## src/rtl/insight_dcache_resp_gen_if.sv

```systemverilog
// Bus bundle between the DCache pipeline taps and the Insight DCache response
// trace producer: request/miss/response capture in, trace record and status out.
interface insight_dcache_resp_gen_if #(
    parameter int ID_W   = 6,
    parameter int ADDR_W = 32
);
    logic              req_valid;
    logic              req_ready;
    logic [ID_W-1:0]   req_id;
    logic [ADDR_W-1:0] req_addr;
    logic [4:0]        req_cmd;
    logic              req_signed;
    logic [1:0]        req_size;
    logic              miss_valid;
    logic [ID_W-1:0]   miss_id;
    logic              resp_valid;
    logic [ID_W-1:0]   resp_id;
    logic [31:0]       resp_data;
    logic              flush;
    logic              trace_valid;
    logic              trace_miss;
    logic [ADDR_W-1:0] trace_addr;
    logic [31:0]       trace_rdata;
    logic [ID_W-1:0]   trace_cache_transaction_id;
    logic [4:0]        trace_cache_transaction_cmd;
    logic              trace_cache_transaction_signed;
    logic [1:0]        trace_cache_transaction_size;
    logic [4:0]        occupancy;
    logic              err_dup_id;
    logic              err_unknown_id;
    logic              err_timeout;

    modport master (
        output req_valid, req_id, req_addr, req_cmd, req_signed, req_size,
               miss_valid, miss_id, resp_valid, resp_id, resp_data, flush,
        input  req_ready, trace_valid, trace_miss, trace_addr, trace_rdata,
               trace_cache_transaction_id, trace_cache_transaction_cmd,
               trace_cache_transaction_signed, trace_cache_transaction_size,
               occupancy, err_dup_id, err_unknown_id, err_timeout
    );

    modport slave (
        input  req_valid, req_id, req_addr, req_cmd, req_signed, req_size,
               miss_valid, miss_id, resp_valid, resp_id, resp_data, flush,
        output req_ready, trace_valid, trace_miss, trace_addr, trace_rdata,
               trace_cache_transaction_id, trace_cache_transaction_cmd,
               trace_cache_transaction_signed, trace_cache_transaction_size,
               occupancy, err_dup_id, err_unknown_id, err_timeout
    );
endinterface

```

## src/rtl/insight_dcache_resp_gen.sv

```systemverilog
// Hart-0 DCache response Insight trace producer: tracks accepted requests by id and
// emits one registered trace record per response. Optional age check: INSIGHT_DCACHE_RESP_TIMEOUT_EN.
module insight_dcache_resp_gen #(
    parameter int ENTRIES        = 8,
    parameter int ID_W           = 6,
    parameter int ADDR_W         = 32,
    parameter int TIMEOUT_CYCLES = 255
) (
    input  logic clock,
    input  logic reset,
    insight_dcache_resp_gen_if.slave bus
);
    localparam int IDX_W = (ENTRIES > 1) ? $clog2(ENTRIES) : 1;

    logic [ENTRIES-1:0] ent_valid;
    logic [ENTRIES-1:0] ent_missed;
    logic [ENTRIES-1:0] ent_signed;
    logic [ID_W-1:0]    ent_id   [ENTRIES];
    logic [ADDR_W-1:0]  ent_addr [ENTRIES];
    logic [4:0]         ent_cmd  [ENTRIES];
    logic [1:0]         ent_size [ENTRIES];

    logic               free_found;
    logic [IDX_W-1:0]   free_idx;
    logic               dup_hit;
    logic               resp_hit;
    logic [IDX_W-1:0]   resp_idx;
    logic [ENTRIES-1:0] miss_vec;
    logic [4:0]         occ_count;
    logic               alloc_fire;
    logic               retire_fire;
    logic               miss_fire;

    function automatic logic [31:0] extract_rdata(input logic [4:0] cmd, input logic [1:0] lane,
                                                  input logic [1:0] size, input logic sgn,
                                                  input logic [31:0] data);
        logic [7:0]  b;
        logic [15:0] h;
        logic        is_amo;
        logic        is_load;
        b       = data[{lane, 3'b000} +: 8];
        h       = lane[1] ? data[31:16] : data[15:0];
        is_amo  = (cmd == 5'b00100) || (cmd[4:3] == 2'b01);
        is_load = (cmd == 5'b00000) || (cmd == 5'b00110) || is_amo;
        extract_rdata = '0;
        if (is_load) begin
            if (is_amo || size[1])
                extract_rdata = data;
            else if (size[0])
                extract_rdata = {{16{sgn & h[15]}}, h};
            else
                extract_rdata = {{24{sgn & b[7]}}, b};
        end else if (cmd == 5'b00111) begin
            extract_rdata = {31'b0, data[0]};
        end
    endfunction

    // Lookups see only registered entries, so an id being allocated this cycle never matches.
    always_comb begin
        free_found = 1'b0;
        free_idx   = '0;
        dup_hit    = 1'b0;
        resp_hit   = 1'b0;
        resp_idx   = '0;
        miss_vec   = '0;
        occ_count  = '0;
        for (int i = 0; i < ENTRIES; i++) begin
            if (!ent_valid[i] && !free_found) begin
                free_found = 1'b1;
                free_idx   = IDX_W'(i);
            end
            if (ent_valid[i] && ent_id[i] == bus.req_id)
                dup_hit = 1'b1;
            if (ent_valid[i] && ent_id[i] == bus.resp_id) begin
                resp_hit = 1'b1;
                resp_idx = IDX_W'(i);
            end
            miss_vec[i] = ent_valid[i] && (ent_id[i] == bus.miss_id);
            occ_count   = occ_count + 5'(ent_valid[i]);
        end
    end

    assign alloc_fire    = bus.req_valid && free_found && !dup_hit && !bus.flush;
    assign retire_fire   = bus.resp_valid && resp_hit && !bus.flush;
    assign miss_fire     = bus.miss_valid && !bus.flush;
    assign bus.req_ready = free_found;
    assign bus.occupancy = occ_count;

    always_ff @(posedge clock or posedge reset) begin
        if (reset) begin
            ent_valid  <= '0;
            ent_missed <= '0;
            ent_signed <= '0;
            for (int i = 0; i < ENTRIES; i++) begin
                ent_id[i]   <= '0;
                ent_addr[i] <= '0;
                ent_cmd[i]  <= '0;
                ent_size[i] <= '0;
            end
        end else if (bus.flush) begin
            ent_valid <= '0;
        end else begin
            for (int i = 0; i < ENTRIES; i++) begin
                if (miss_fire && miss_vec[i])
                    ent_missed[i] <= 1'b1;
                if (retire_fire && resp_idx == IDX_W'(i))
                    ent_valid[i] <= 1'b0;
                if (alloc_fire && free_idx == IDX_W'(i)) begin
                    ent_valid[i]  <= 1'b1;
                    ent_missed[i] <= 1'b0;
                    ent_signed[i] <= bus.req_signed;
                    ent_id[i]     <= bus.req_id;
                    ent_addr[i]   <= bus.req_addr;
                    ent_cmd[i]    <= bus.req_cmd;
                    ent_size[i]   <= bus.req_size;
                end
            end
        end
    end

    // Trace fields only load on a retire and otherwise hold the previous record.
    always_ff @(posedge clock or posedge reset) begin
        if (reset) begin
            bus.trace_valid                    <= 1'b0;
            bus.trace_miss                     <= 1'b0;
            bus.trace_addr                     <= '0;
            bus.trace_rdata                    <= '0;
            bus.trace_cache_transaction_id     <= '0;
            bus.trace_cache_transaction_cmd    <= '0;
            bus.trace_cache_transaction_signed <= 1'b0;
            bus.trace_cache_transaction_size   <= '0;
            bus.err_dup_id                     <= 1'b0;
            bus.err_unknown_id                 <= 1'b0;
        end else begin
            bus.trace_valid <= retire_fire;
            if (retire_fire) begin
                bus.trace_miss <= ent_missed[resp_idx] ||
                                  (bus.miss_valid && bus.miss_id == bus.resp_id);
                bus.trace_addr                     <= ent_addr[resp_idx];
                bus.trace_rdata                    <= extract_rdata(ent_cmd[resp_idx],
                                                          ent_addr[resp_idx][1:0],
                                                          ent_size[resp_idx],
                                                          ent_signed[resp_idx],
                                                          bus.resp_data);
                bus.trace_cache_transaction_id     <= ent_id[resp_idx];
                bus.trace_cache_transaction_cmd    <= ent_cmd[resp_idx];
                bus.trace_cache_transaction_signed <= ent_signed[resp_idx];
                bus.trace_cache_transaction_size   <= ent_size[resp_idx];
            end
            if (bus.req_valid && free_found && dup_hit && !bus.flush)
                bus.err_dup_id <= 1'b1;
            if (bus.resp_valid && !resp_hit && !bus.flush)
                bus.err_unknown_id <= 1'b1;
        end
    end

`ifdef INSIGHT_DCACHE_RESP_TIMEOUT_EN
    logic [7:0] ent_age [ENTRIES];

    // Error fires on the edge where an entry's age reaches the limit; the entry stays live.
    always_ff @(posedge clock or posedge reset) begin
        if (reset) begin
            bus.err_timeout <= 1'b0;
            for (int i = 0; i < ENTRIES; i++)
                ent_age[i] <= '0;
        end else begin
            for (int i = 0; i < ENTRIES; i++) begin
                if (alloc_fire && free_idx == IDX_W'(i)) begin
                    ent_age[i] <= '0;
                end else if (ent_valid[i] && {1'b0, ent_age[i]} < 9'(TIMEOUT_CYCLES)) begin
                    ent_age[i] <= ent_age[i] + 8'd1;
                end
                if (ent_valid[i] && !bus.flush &&
                    ({1'b0, ent_age[i]} + 9'd1) >= 9'(TIMEOUT_CYCLES))
                    bus.err_timeout <= 1'b1;
            end
        end
    end
`else
    logic unused_timeout_cfg;
    assign unused_timeout_cfg = (TIMEOUT_CYCLES != 0);
    assign bus.err_timeout    = 1'b0;
`endif
endmodule

```

## src/flat_wrapper.sv

```systemverilog
// flat-port wrapper written by rule: the top's interface ports become plain ports
module insight_dcache_resp_gen_flat 
#(
    parameter int ENTRIES        = 8,
    parameter int ID_W           = 6,
    parameter int ADDR_W         = 32,
    parameter int TIMEOUT_CYCLES = 255
)
  (clock, reset, bus_req_valid, bus_req_id, bus_req_addr, bus_req_cmd, bus_req_signed, bus_req_size, bus_miss_valid, bus_miss_id, bus_resp_valid, bus_resp_id, bus_resp_data, bus_flush, bus_req_ready, bus_trace_valid, bus_trace_miss, bus_trace_addr, bus_trace_rdata, bus_trace_cache_transaction_id, bus_trace_cache_transaction_cmd, bus_trace_cache_transaction_signed, bus_trace_cache_transaction_size, bus_occupancy, bus_err_dup_id, bus_err_unknown_id, bus_err_timeout);
  insight_dcache_resp_gen_if #(.ID_W(ID_W), .ADDR_W(ADDR_W)) bus_i ();
  input  logic clock;
  input  logic reset;
  input wire logic [$bits(bus_i.req_valid)-1:0] bus_req_valid;
  input wire logic [$bits(bus_i.req_id)-1:0] bus_req_id;
  input wire logic [$bits(bus_i.req_addr)-1:0] bus_req_addr;
  input wire logic [$bits(bus_i.req_cmd)-1:0] bus_req_cmd;
  input wire logic [$bits(bus_i.req_signed)-1:0] bus_req_signed;
  input wire logic [$bits(bus_i.req_size)-1:0] bus_req_size;
  input wire logic [$bits(bus_i.miss_valid)-1:0] bus_miss_valid;
  input wire logic [$bits(bus_i.miss_id)-1:0] bus_miss_id;
  input wire logic [$bits(bus_i.resp_valid)-1:0] bus_resp_valid;
  input wire logic [$bits(bus_i.resp_id)-1:0] bus_resp_id;
  input wire logic [$bits(bus_i.resp_data)-1:0] bus_resp_data;
  input wire logic [$bits(bus_i.flush)-1:0] bus_flush;
  output wire logic [$bits(bus_i.req_ready)-1:0] bus_req_ready;
  output wire logic [$bits(bus_i.trace_valid)-1:0] bus_trace_valid;
  output wire logic [$bits(bus_i.trace_miss)-1:0] bus_trace_miss;
  output wire logic [$bits(bus_i.trace_addr)-1:0] bus_trace_addr;
  output wire logic [$bits(bus_i.trace_rdata)-1:0] bus_trace_rdata;
  output wire logic [$bits(bus_i.trace_cache_transaction_id)-1:0] bus_trace_cache_transaction_id;
  output wire logic [$bits(bus_i.trace_cache_transaction_cmd)-1:0] bus_trace_cache_transaction_cmd;
  output wire logic [$bits(bus_i.trace_cache_transaction_signed)-1:0] bus_trace_cache_transaction_signed;
  output wire logic [$bits(bus_i.trace_cache_transaction_size)-1:0] bus_trace_cache_transaction_size;
  output wire logic [$bits(bus_i.occupancy)-1:0] bus_occupancy;
  output wire logic [$bits(bus_i.err_dup_id)-1:0] bus_err_dup_id;
  output wire logic [$bits(bus_i.err_unknown_id)-1:0] bus_err_unknown_id;
  output wire logic [$bits(bus_i.err_timeout)-1:0] bus_err_timeout;
  assign bus_i.req_valid = bus_req_valid;
  assign bus_i.req_id = bus_req_id;
  assign bus_i.req_addr = bus_req_addr;
  assign bus_i.req_cmd = bus_req_cmd;
  assign bus_i.req_signed = bus_req_signed;
  assign bus_i.req_size = bus_req_size;
  assign bus_i.miss_valid = bus_miss_valid;
  assign bus_i.miss_id = bus_miss_id;
  assign bus_i.resp_valid = bus_resp_valid;
  assign bus_i.resp_id = bus_resp_id;
  assign bus_i.resp_data = bus_resp_data;
  assign bus_i.flush = bus_flush;
  assign bus_req_ready = bus_i.req_ready;
  assign bus_trace_valid = bus_i.trace_valid;
  assign bus_trace_miss = bus_i.trace_miss;
  assign bus_trace_addr = bus_i.trace_addr;
  assign bus_trace_rdata = bus_i.trace_rdata;
  assign bus_trace_cache_transaction_id = bus_i.trace_cache_transaction_id;
  assign bus_trace_cache_transaction_cmd = bus_i.trace_cache_transaction_cmd;
  assign bus_trace_cache_transaction_signed = bus_i.trace_cache_transaction_signed;
  assign bus_trace_cache_transaction_size = bus_i.trace_cache_transaction_size;
  assign bus_occupancy = bus_i.occupancy;
  assign bus_err_dup_id = bus_i.err_dup_id;
  assign bus_err_unknown_id = bus_i.err_unknown_id;
  assign bus_err_timeout = bus_i.err_timeout;
  insight_dcache_resp_gen #(.ENTRIES(ENTRIES), .ID_W(ID_W), .ADDR_W(ADDR_W), .TIMEOUT_CYCLES(TIMEOUT_CYCLES)) u_core (.clock(clock), .reset(reset), .bus(bus_i));
endmodule
```

## config.mk

```make
export PLATFORM = sky130hd
export DESIGN_NAME = insight_dcache_resp_gen_flat
export DESIGN_NICKNAME = d
export VERILOG_FILES = /design/src/rtl/insight_dcache_resp_gen_if.sv /design/src/rtl/insight_dcache_resp_gen.sv /design/src/flat_wrapper.sv
export SDC_FILE = /design/constraint.sdc
export NUM_CORES = 1
export LEC_CHECK = 0
export BUFFER_PORTS_ARGS = -buffer_cell sky130_fd_sc_hd__buf_2
export CAP_MARGIN = 20
export CORE_ASPECT_RATIO = 1.25
export CORE_UTILIZATION = 60
export CTS_CLUSTER_SIZE = 16
export DETAILED_ROUTE_END_ITERATION = 10
export GPL_ROUTABILITY_DRIVEN = 1
export PLACE_DENSITY = 0.8
export SYNTH_ARGS = -nofsm -noshare
export SYNTH_HDL_FRONTEND = slang
export SYNTH_SLANG_ARGS = --single-unit
```

## constraint.sdc

```tcl
create_clock -name clock -period 32.9 [get_ports clock]
set_clock_uncertainty 0.1 [all_clocks]
set_input_delay 1.645 -clock clock [delete_from_list [all_inputs] [get_ports clock]]
set_output_delay 1.645 -clock clock [all_outputs]
set_load 0.03 [all_outputs]
```

==> flow_summary.ini <==
[sta]
fmax_mhz = 163.3
period_minus_slack_ns = 6.122
setup_viol = 0
drv_slew = 0
max_slew_margin_pct = 28.43
fin_crit_sh_pct = 18.61
hold_viol_final = 0
fin_tns_setup_ns = 0
grt_setup_unrepaired = no
worst_pin_slew_ns = 1.074

[setup_path]
path_buf_inv = 2
arrival_ns = 6.53
timing.rr.end = u_core.bus.trace_rdata[16]$_DFFE_PP0P_
cp_slowest_cell = buf_4
worstSetupEndpointType = flop
required_ns = 33.30
path_common_cell = o32ai_1
r2r_slack_ns = 27.61
crit-reg2reg-launch = u_core.ent_id[40]$_DFFE_PP0P_
cp-start-kind = input port
path_cells = buf_2 > xnor2_1 > nand4_1 > nor4_1 > a21o_1 > a31o_2 > buf_4 > o32ai_1 > o32ai_1 > o221ai_2 > nor3_4 > nor4b_4 > a221o_1
critical_path_class = input port to flop
reg2reg_depth = 12
slowest_delay_ns = 0.78
cp_max_fo = 81
cpLargestDelayFamily = simple AND/OR/NAND/NOR gates

[yosys]
synth_edf_count = 0
netlist_instances = 2213
synth_area_um2 = 23310
synth.yosys.seq_area_share_pct = 50.03
synthFlopType = dfrtp_1
synth_cell_type_count = 74
syn_area_per_cell_um2 = 10.53
yosys_warnings = 0
synth-seq-cells = 466
ys_async_sr_fraction_pct = 100.0

[die]
dieHeight_um = 222.4
core_area_um2 = 38240
start_util_pct = 60.95
rows = 80
dieArea_um2 = 39640
num_io_pins = 185
die_x_um = 178.3

[power_and_ir_drop]
leakagePower_nw = 12.40
power_density_nw_per_um2 = 63.68
seq_power_share_pct = 46.2
p_int_mw = 1.158
pwr-share-clk_pct = 33.7
switchingPower_mw = 0.4978
sw_frac_of_total_pct = 30.07
ir_drop_uv = 47.73
p_comb_share_pct = 20.2

[grt]
overflow = 0
grt_pass1_vias = 18160
grt_pass1_wl_mm = 100.7
grt_max_degree = 199
grtUsageTotal_pct = 32.78
antenna_found_initial = 4

[cells_and_area]
drive_above_1_share_pct = 28.08
finalNetCount = 2401
fin_area_um2 = 25990
area_delta_synth_final_pct = 11.54
utilization_pct = 67.98

[placed_design]
gp_congestion = 0.9963
dpl.hpwl_mm = 38.97
io_buffers = 182
placed_area_um2 = 24350

[hold_path]
worstHoldPathCells = 2
hold_class = flop to flop
holdPathEnd = u_core.bus.trace_addr[4]$_DFFE_PP0P_
min_from = u_core.bus.trace_addr[4]$_DFFE_PP0P_

[drt]
wl_met2_mm = 31.04
wl_met3_mm = 4.668
drtIter0Drc = 2007
m1WireLength_mm = 25.65
wirelength_mm = 64.60
detail-route-antenna-nets = 0
drtPass1Iterations = 7
vias_per_cell = 6.388
wire_per_inst_um = 22.84
drc = 0
dr_total_vias = 18060
top_layer = met5

[clocking]
ctsResizeCount = 0
clk_pin_slew_ns = 0.06
cts_tree = yes
clock_path_buffers = 3
post_cts_buffers = 0
cts_inserted_buffers = 47
cts_root_buffer = clkbuf_16
cts_num_sinks = 466
htreeDepth = 2
clk-insertion-delay-late_ns = 0.57
cts_hold_buf = 0

[status]
status = complete, no violations

[run]
cap_violations = 0
[synth_stat cells, types with 8 or more instances]
library cell | instances | area [um2]
xnor2_1 | 64 | 560.5
o21ai_0 | 65 | 325.3
buf_1 | 21 | 78.83
dfrtp_1 | 466 | 11660
inv_1 | 17 | 63.81
buf_2 | 22 | 110.1
nor3_1 | 12 | 60.06
nand4_1 | 26 | 162.7
xor2_1 | 87 | 762.0
nand2_1 | 524 | 1967
mux2_2 | 328 | 3694
a221o_1 | 20 | 200.2
buf_6 | 9 | 101.4
mux2i_1 | 20 | 200.2
nor2_1 | 27 | 101.4
nor2b_1 | 8 | 50.05
a31oi_1 | 44 | 275.3
nor4_1 | 31 | 193.9
clkbuf_1 | 119 | 446.7
nand3_1 | 90 | 450.4
and3_1 | 40 | 250.2
or4_1 | 8 | 60.06
a32oi_1 | 36 | 315.3
[worst min-delay path, cell delays in order, from the launching register on]
cell     delay, ns
dfrtp_1       0.34
nand2_1       0.04
o21ai_0       0.06
[through the flow]
step | hold slack (ns) | setup WS [ns] | power [mW] | std cells
after floorplan | 0.3392 | 18.16 | 1.002 | 2214
after global placement | 0.3560 | 26.28 | 1.082 | 2738
after detailed placement | 0.3626 | 26.11 | 1.102 | 2738
after CTS | 0.3774 | 26.70 | 1.657 | 2824
after global routing | 0.3997 | 26.57 | 1.723 | 2827
final | 0.3720 | 26.78 | 1.655 | 2828
[kinds of logic (layout without fill, tap and decap cells)]
group / Yosys count / in the layout / synth area share (%)
AOI/OAI and AO/OA: 249 / 249 / 7.833
xor gates and xnor gates: 151 / 151 / 5.675
adders and majority gates: 9 / 9 / 0.6120
buffers and inverters: 191 / 310 / 3.533
DFF: 466 / 466 / 50.03
muxes: 355 / 355 / 17.24
other: 1 / 5 / 0.01609
and+or+nand+nor: 791 / 791 / 15.06
[state kept, by name, indices dropped and copies added (netlist names)]
register and count:
u_core.bus.err_dup_id 1, u_core.bus.err_unknown_id 1, u_core.bus.trace_addr 32, u_core.bus.trace_cache_transaction_cmd 5, u_core.bus.trace_cache_transaction_id 6, u_core.bus.trace_cache_transaction_signed 1, u_core.bus.trace_cache_transaction_size 2, u_core.bus.trace_miss 1
u_core.bus.trace_rdata 32, u_core.bus.trace_valid 1, u_core.ent_addr 256, u_core.ent_cmd 40, u_core.ent_id 48, u_core.ent_missed 8, u_core.ent_signed 8, u_core.ent_size 16
u_core.ent_valid 8
[power groups by stage]
stage	logic, mW	clock network [mW]	registers, mW
floorplan	0.223	0	0.778
global placement	0.319	0	0.763
detailed placement	0.332	0	0.770
CTS	0.335	0.561	0.761
global route	0.365	0.582	0.775
finish	0.334	0.557	0.764
[layer usage]
layer / vias up / track usage [%]
met2: 859 / 53.45
met1: 9086 / 42.86
met5: - / 0
li1: 7897 / -
met4: 4 / 16.32
met3: 218 / 4.483
[layout make-up]
class	count	area [um2]
diodes	3	7.507
clock buffers	68	1385
clock inverters	18	226.5
fillers	2851	12240
inverters	17	71.32
multi-input cells	1557	10900
flip-flops and latches	466	11660
well taps	492	615.6
repair buffers	207	1131
[cell usage in the layout (no fill, tap or decap), types with 5 or more instances in the layout]
cell       instances
nand2_1          523
mux2i_1           20
and3_1            40
a22oi_1            7
o32ai_1            7
buf_4             23
a31o_2             5
clkinv_2           6
inv_1             15
xnor2_1           64
xor2_1            87
dfrtp_1          466
clkbuf_16         47
nor2b_1            8
a32oi_1           36
a221o_1           20
a211o_1            5
a211oi_1           5
nor3_1            10
clkbuf_1           8
o21a_1             6
or4_1              8
nand3_1           89
mux2_2           328
o21ai_1            7
o21ai_0           65
a21oi_1            7
nor4_1            29
a31oi_1           44
nor2_1            26
buf_2            182
clkbuf_8          13
o211ai_1           5
nand4_1           26
ha_1               5
[how the worst max path moves through the flow]
stage	slack (ns)	depth (start not counted)	endpoint	startpoint
2_1_floorplan	18.16	1	u_core.bus.err_dup_id$_DFFE_PP0P_	reset
3_3_place_gp	26.28	12	u_core.bus.trace_rdata[17]$_DFFE_PP0P_	bus_resp_id[5]
3_5_place_dp	26.11	12	u_core.bus.trace_rdata[19]$_DFFE_PP0P_	bus_resp_id[5]
4_1_cts	26.70	12	u_core.bus.trace_rdata[16]$_DFFE_PP0P_	bus_resp_id[1]
5_1_grt	26.57	13	u_core.bus.trace_rdata[24]$_DFFE_PP0P_	bus_resp_id[5]
6_report	26.78	13	u_core.bus.trace_rdata[16]$_DFFE_PP0P_	bus_resp_id[1]
Power figures use the tool's default switching activity.
